==> config.mk <==
export PLATFORM = sky130hd
export DESIGN_NAME = bounce_sprite
export DESIGN_NICKNAME = d
export VERILOG_FILES = /design/src/rtl/bounce_sprite.sv
export SDC_FILE = /design/constraint.sdc
export NUM_CORES = 1
export LEC_CHECK = 0
export ABC_AREA = 1
export BUFFER_PORTS_ARGS = -buffer_cell sky130_fd_sc_hd__buf_4
export CAP_MARGIN = 20
export CORE_AREA = 2 2 97 99
export CTS_CLUSTER_DIAMETER = 80
export DETAILED_ROUTE_END_ITERATION = 16
export DIE_AREA = 0 0 99 101
export GPL_TIMING_DRIVEN = 0
export PLACE_DENSITY = 0.77
export SETUP_SLACK_MARGIN = 0.15
export SYNTH_ARGS = -nofsm -noshare
export SYNTH_HDL_FRONTEND = slang
export SYNTH_SLANG_ARGS = --single-unit
export TNS_END_PERCENT = 100
==> constraint.sdc <==
create_clock -name i_Clk -period 3 [get_ports i_Clk]
set_clock_uncertainty 0.15 [all_clocks]
set_input_delay 0.75 -clock i_Clk [delete_from_list [all_inputs] [get_ports i_Clk]]
set_output_delay 0.75 -clock i_Clk [all_outputs]
set_load 0.05 [all_outputs]
==> src/rtl/bounce_sprite.sv <==
// bounce_sprite: square sprite that moves once per frame and bounces off, or wraps around, the visible raster edges
module bounce_sprite #(
   parameter int P_H_VISIBLE = 640,
   parameter int P_V_VISIBLE = 480,
   parameter int P_SIZE      = 10,
   parameter int P_START_X   = (P_H_VISIBLE - P_SIZE) / 2,
   parameter int P_START_Y   = (P_V_VISIBLE - P_SIZE) / 2,
   parameter bit P_WRAP      = 1'b0
) (
   input  logic       i_Clk,
   input  logic       i_Rst_n,
   input  logic       i_HBlank,
   input  logic       i_VBlank,
   input  logic       i_HReset,
   input  logic       i_VReset,
   input  logic       i_Pause,
   input  logic [3:0] i_SpeedX,
   input  logic [3:0] i_SpeedY,
   output logic       o_Video,
   output logic [9:0] o_PosX,
   output logic [9:0] o_PosY,
   output logic       o_HitX,
   output logic       o_HitY
);
   localparam logic [10:0] L_H  = 11'(P_H_VISIBLE);
   localparam logic [10:0] L_V  = 11'(P_V_VISIBLE);
   localparam logic [10:0] L_SZ = 11'(P_SIZE);

   typedef enum logic {RUN, HOLD} state_t;

   state_t      state, state_nx;
   logic        upd, dir_x, dir_y, line_seen, in_x, in_y;
   logic [9:0]  pos_x, pos_y;
   logic [10:0] col, row, end_x, end_y;
   logic [11:0] nx_x, nx_y;

   // one axis step, returns {hit, dir, pos}; 11-bit math keeps sums from overflowing
   function automatic logic [11:0] step(input logic [9:0] pos, input logic dir, input logic [3:0] spd, input logic [10:0] lim);
      logic [10:0] p, s, sum, dif, hi;
      p = 11'(pos);
      s = 11'(spd);
      sum = p + s;
      dif = p - s;
      hi = lim - L_SZ;
      if (spd == 4'd0)
         return {1'b0, dir, pos};
      if (P_WRAP) begin
         if (dir)
            return (sum >= lim) ? {1'b1, dir, 10'(sum - lim)} : {1'b0, dir, 10'(sum)};
         return (p < s) ? {1'b1, dir, 10'(dif + lim)} : {1'b0, dir, 10'(dif)};
      end
      if (dir)
         return (sum >= hi) ? {2'b10, 10'(hi)} : {2'b01, 10'(sum)};
      return (p <= s) ? {2'b11, 10'd0} : {2'b00, 10'(dif)};
   endfunction

   always_comb begin
      state_nx = state;
      upd = 1'b0;
      case (state)
         RUN: begin
            state_nx = i_Pause ? HOLD : RUN;
            upd = i_VReset & ~i_Pause;
         end
         HOLD: state_nx = i_Pause ? HOLD : RUN;
      endcase
   end

   assign nx_x = step(pos_x, dir_x, i_SpeedX, L_H);
   assign nx_y = step(pos_y, dir_y, i_SpeedY, L_V);

   // in wrap mode the part of the sprite folded past the edge reappears at column/row 0
   always_comb begin
      end_x = 11'(pos_x) + L_SZ;
      end_y = 11'(pos_y) + L_SZ;
      in_x = (col >= 11'(pos_x) && col < end_x) || (P_WRAP && end_x > L_H && col < end_x - L_H);
      in_y = (row >= 11'(pos_y) && row < end_y) || (P_WRAP && end_y > L_V && row < end_y - L_V);
   end

   assign o_Video = ~i_HBlank & ~i_VBlank & in_x & in_y;
   assign o_PosX  = pos_x;
   assign o_PosY  = pos_y;

   always_ff @(posedge i_Clk or negedge i_Rst_n)
      if (!i_Rst_n) begin
         state <= RUN;
         col <= '0;
         row <= '0;
         line_seen <= 1'b0;
         pos_x <= 10'(P_START_X);
         pos_y <= 10'(P_START_Y);
         dir_x <= 1'b1;
         dir_y <= 1'b1;
         o_HitX <= 1'b0;
         o_HitY <= 1'b0;
      end else begin
         state <= state_nx;
         col <= i_HReset ? '0 : (i_HBlank ? col : col + 11'd1);
         row <= i_VReset ? '0 : ((i_HReset && line_seen) ? row + 11'd1 : row);
         line_seen <= i_HReset ? 1'b0 : (line_seen | (~i_HBlank & ~i_VBlank));
         o_HitX <= upd & nx_x[11];
         o_HitY <= upd & nx_y[11];
         if (upd) begin
            pos_x <= nx_x[9:0];
            dir_x <= nx_x[10];
            pos_y <= nx_y[9:0];
            dir_y <= nx_y[10];
         end
      end
endmodule

== Word level (Yosys, flattened, before mapping) ==
Cells that the tools add are included.

* RAM bits: 0
* Input port bits: 15
* Logic and storage cells: 68
* Memories kept: 0
* Bits in registers: 48
* Bits in read-only memories: 0
* Latch bits: 0

* Muxes and demuxes: 25
* Multiply operators: 0
* Divide/modulo/power cells: 0
* Equal/unequal tests: 1
* Shifts and indexed selects: 0
* Magnitude comparators: 8
* Reductions and logical operators: 6
* Add/subtract/negate cells: 8
* Bitwise operators: 10

{| class="wikitable"
|+ Operators by type and width
! kind !! count
|-
| $mux 12 || 12
|-
| $mux 11 || 4
|-
| $add 10x4->11 || 2
|-
| $add 10x4->11 const B || 2
|-
| $add 11x1->11 const B || 2
|-
| $ge 11x10->1 || 2
|-
| $lt 11x11->1 || 2
|-
| $le 10x4->1 || 2
|-
| $sub 10x4->10 || 2
|-
| $ge 11x10->1 const B || 1
|-
| $ge 11x9->1 const B || 1
|-
| $mux 1 || 9
|-
| $logic_not 4->1 || 2
|-
| $and 1x1->1 || 6
|-
| $logic_and 1x1->1 || 3
|-
| $not 1->1 || 3
|-
| $ne 2x1->1 const B || 1
|-
| $reduce_bool 2->1 || 1
|-
| $or 1x1->1 || 1
|}

== Longest topological paths before layout ==
* Word-level depth: 7
* Mapped depth: 18
* Mapped depth without buffers: 17

== Least setup slack after synthesis ==
Ideal clock, no wire load.

* Path type: register to output
* Start: register pos_x[1] (netlist: o_PosX[1])
* End: output o_Video
* Stages on the path, launching flop included: 11
* Arrival: 3.448 ns
* Setup slack: -1.348 ns
* Path through: dfstp_2 -> inv_1 -> o21ai_0 -> nand3_1 -> xor2_1 -> ha_1 -> a21oi_1 -> o21ai_0 -> a211oi_1 -> o211ai_1 -> nor3_1

* Cells in the longest elaborated chain, start to end: 5
* Elaborated cells on any way between the ends: 6
* Those cells by class: add/sub: 1; order compare: 2; bitwise: 2; reduce/logical: 1

{| class="wikitable"
|+ Ends and longest elaborated chain
! item !! line !! source
|-
| start, declared || 33 || <nowiki>logic [9:0] pos_x, pos_y;</nowiki>
|-
| start signal, assigned || 90 || <nowiki>pos_x <= 10'(P_START_X);</nowiki>
|-
| start signal, assigned || 104 || <nowiki>pos_x <= nx_x[9:0];</nowiki>
|-
| $add 10x4->11 || 74 || <nowiki>end_x = 11'(pos_x) + L_SZ;</nowiki>
|-
| $lt 11x11->1 || 76 || <nowiki>in_x = (col >= 11'(pos_x) && col < end_x) || (P_WRAP && end_x > L_H && col < end_x - L_H);</nowiki>
|-
| $logic_and 1x1->1 (*) || 76 ||
|-
| $and 1x1->1 (*) (2 in a row) || 80 || <nowiki>assign o_Video = ~i_HBlank & ~i_VBlank & in_x & in_y;</nowiki>
|-
| end, declared || 19 || <nowiki>output logic o_Video,</nowiki>
|}

Every way passes the cells marked *; elsewhere a longest branch is shown, timed or not.

== Worst setup path in the final report ==
Ends and elaborated chain as after synthesis.

==> impl_metrics.toml <==
[run_status]
status = "finished, violations left"
violations = "setup timing"

[pwr]
power_density_nw_per_um2 = 916
p_leak_nw = 2.81
irDropWorstVdd_mv = 0.607
power_mw = 5.12

[die]
rows = 35
dieWidth_um = 99
start_util_pct = 54.8
core_region_area_um2 = 8980
io_pins = 38
dieArea_um2 = 10000
dieHeight_um = 101

[synth]
yosys.area.top_type = "dfrtp_1"
syn_nets = 759
yosys_warnings = 0
ys_top_cells_by_area = "dfrtp_1 (17%), ha_1 (15%), nand2_1 (11%)"
synth_area_um2 = 4920
ys_ff_latch = 48
synth_compound_area_share_pct = 12.9
synthSimpleGateAreaFrac_pct = 32.1
synth_adder_area_share_pct = 16.9
synth_cell_types = 43
seq_area_frac_synth_pct = 24.8
synth_top_family_by_area = "simple AND/OR/NAND/NOR gates"
synth_top_area_share_pct = 17.3
async_reset_ff_share_pct = 100
synth_xor_area_share_pct = 4.10
synth_edf_count = 0
synthFlopType = "dfrtp_1"
synth_mux_area_share_pct = 0
syn_inst = 680
avgSynthCellArea_um2 = 7.23

[clocking]
clock_path_buffers = 2
clk_pin_slew_ps = 90
clock_latency_ps = 320
cts_htree_levels = 2
cts.sinks = 48
cts_buffers = 5
cts_root_buffer = "clkbuf_8"
cts_tree = "yes"

[setup_path]
crit_path_end = "o_Video"
r2r_slack_ps = 240
r2r_end = "o_PosX[2]$_DFFE_PN0P_"
reg2reg_depth = 13
cp_max_fo = 4
cp-end-kind = "primary output"
crit_arrival_ps = 2900
cp-startpoint = "o_PosX[1]$_DFFE_PN1P_"
r2r-start = "o_PosX[0]$_DFFE_PN1P_"
required_ps = 2100
critical_path_class = "register to primary output"
startpoint_type = "register"

[placement]
place_congestion = 0.948
hpwl_um = 9740
io_buffer_count = 37

[grt]
grt_max_degree = 49
grtUsageTotal_pct = 26.1
grt_pass1_wl_um = 21300
overflow = 0
grt_pass1_vias = 4542
antenna_found_initial = 0

[routing]
vias = 4640
wl_met1_um = 5380
route.detailed.drc = 0
ant_nets = 0
wire_per_inst_um = 14.6
routed.top_layer = "met4"
wl_um = 12300
dr.pass1.iters = 4
wl_met3_um = 436
via_per_inst = 5.50
drtIter0Drc = 166
routed-wl-met2_um = 6230

[timing]
setup-tns-final_ps = -799
report.final.hold_viol_count = 0
fin_crit_sh_pct = 127
fin_ws_ps = -799
slew_headroom_pct = 57.7
timing.final.crit_period_ps = 3800
fmax_ghz = 0.263
grt_setup_unrepaired = "true"
final-max-slew-violation-count = 0
setup_viol = 1
worst_pin_slew_ps = 628

[final_layout]
layout-drive-gt1-share_pct = 22.1
num_antenna_cells = 0
final_common_cell = "nand2_1"
final_cell_mix = "nand2_1 (139), inv_1 (68), ha_1 (58)"
finalNetCount = 810
area_growth_syn_to_layout_pct = 13.6

[job]
cap_violations = 0

[min_path]
worstHoldPathType = "input port to async pin"
worst max-delay path, stage by stage, from the launching register on:
cell and delay (ps):
dfstp_4 670, ha_4 140, o21ai_1 80, or2_4 250
nor2_2 90, xor2_1 170, ha_1 260, nand2_2 80
nor2_2 50, nand4_1 70, nor2_1 60, a211oi_2 150
o211ai_1 170, nor3_4 170, buf_6 180
power breakdown:
part,switching (mW),leakage (nW),internal (mW)
Sequential,0.226,0.601,0.849
Combinational,2.31,2.15,1.23
Clock,0.252,0.0548,0.252
Total,2.79,2.81,2.33
area by class of cell:
type	count	area [um2]
Buffer	15	115
Clock buffer	5	68.8
Clock inverter	3	46.3
Fill cell	800	3390
Inverter	90	343
Multi-Input combinational cell	527	3320
Sequential cell	48	1220
Tap cell	111	139
Timing Repair Buffer	44	334
metal layers:
layer	GRT usage, %	up-vias
li1	-	2371
met1	32.5	2154
met2	47.8	93
met3	2.91	22
met4	7.48	0
met5	0	-
kinds of logic (layout without fill, tap and decap cells):
| group | after synthesis | after routing |
|---|---|---|
| xor+xnor | 23 | 23 |
| fa+ha+maj | 64 | 64 |
| simple gates | 327 | 327 |
| compound gates | 113 | 113 |
| flops | 48 | 48 |
| buf+inv | 105 | 157 |
worst min-delay path by stage:
stage,to,cells after the start
floorplan,col[0]$_DFFE_PN0P_,0
global placement,line_seen$_DFF_PN0_,2
finish,o_PosY[4]$_DFFE_PN0P_,1
CTS,row[3]$_DFFE_PN0P_,1
detailed placement,line_seen$_DFF_PN0_,2
global route,o_PosX[7]$_DFFE_PN0P_,1
cells in the mapped netlist, types with 13 or more instances:
master and instances:
a21oi_1 49, dfrtp_1 34, dfstp_2 14, ha_1 60, inv_1 69, inv_2 18
nand2_1 142, nand3_1 47, nand4_1 20, nor2_1 53, nor3_1 15, o21ai_0 30
o21ai_1 13, xor2_1 22
timing repair:
action / CTS / global route
hold buffers: 0 / 0
gates resized for setup: 7 / 5
pin swaps: 4 / 1
setup endpoints to repair: 1 / 12
buffers inserted: 2 / 5
flip-flops by register name, summed over array words and instances (netlist names):
register	cells
state	1
o_HitX	1
col	11
dir_x	1
line_seen	1
o_HitY	1
o_PosX	10
o_PosY	10
row	11
dir_y	1
stage by stage:
step	std cells	area, um2	worst slack [ps]	hold WS, ps	utilization [%]
floorplan	680	4960	-605	304	-
CTS	838	5530	-813	322	61.6
global placement	828	5380	-648	328	59.9
global route	843	5590	-974	344	62.2
finish	843	5590	-799	297	62.2
detailed placement	828	5380	-643	338	59.9
(Power assumes the default switching activity.)
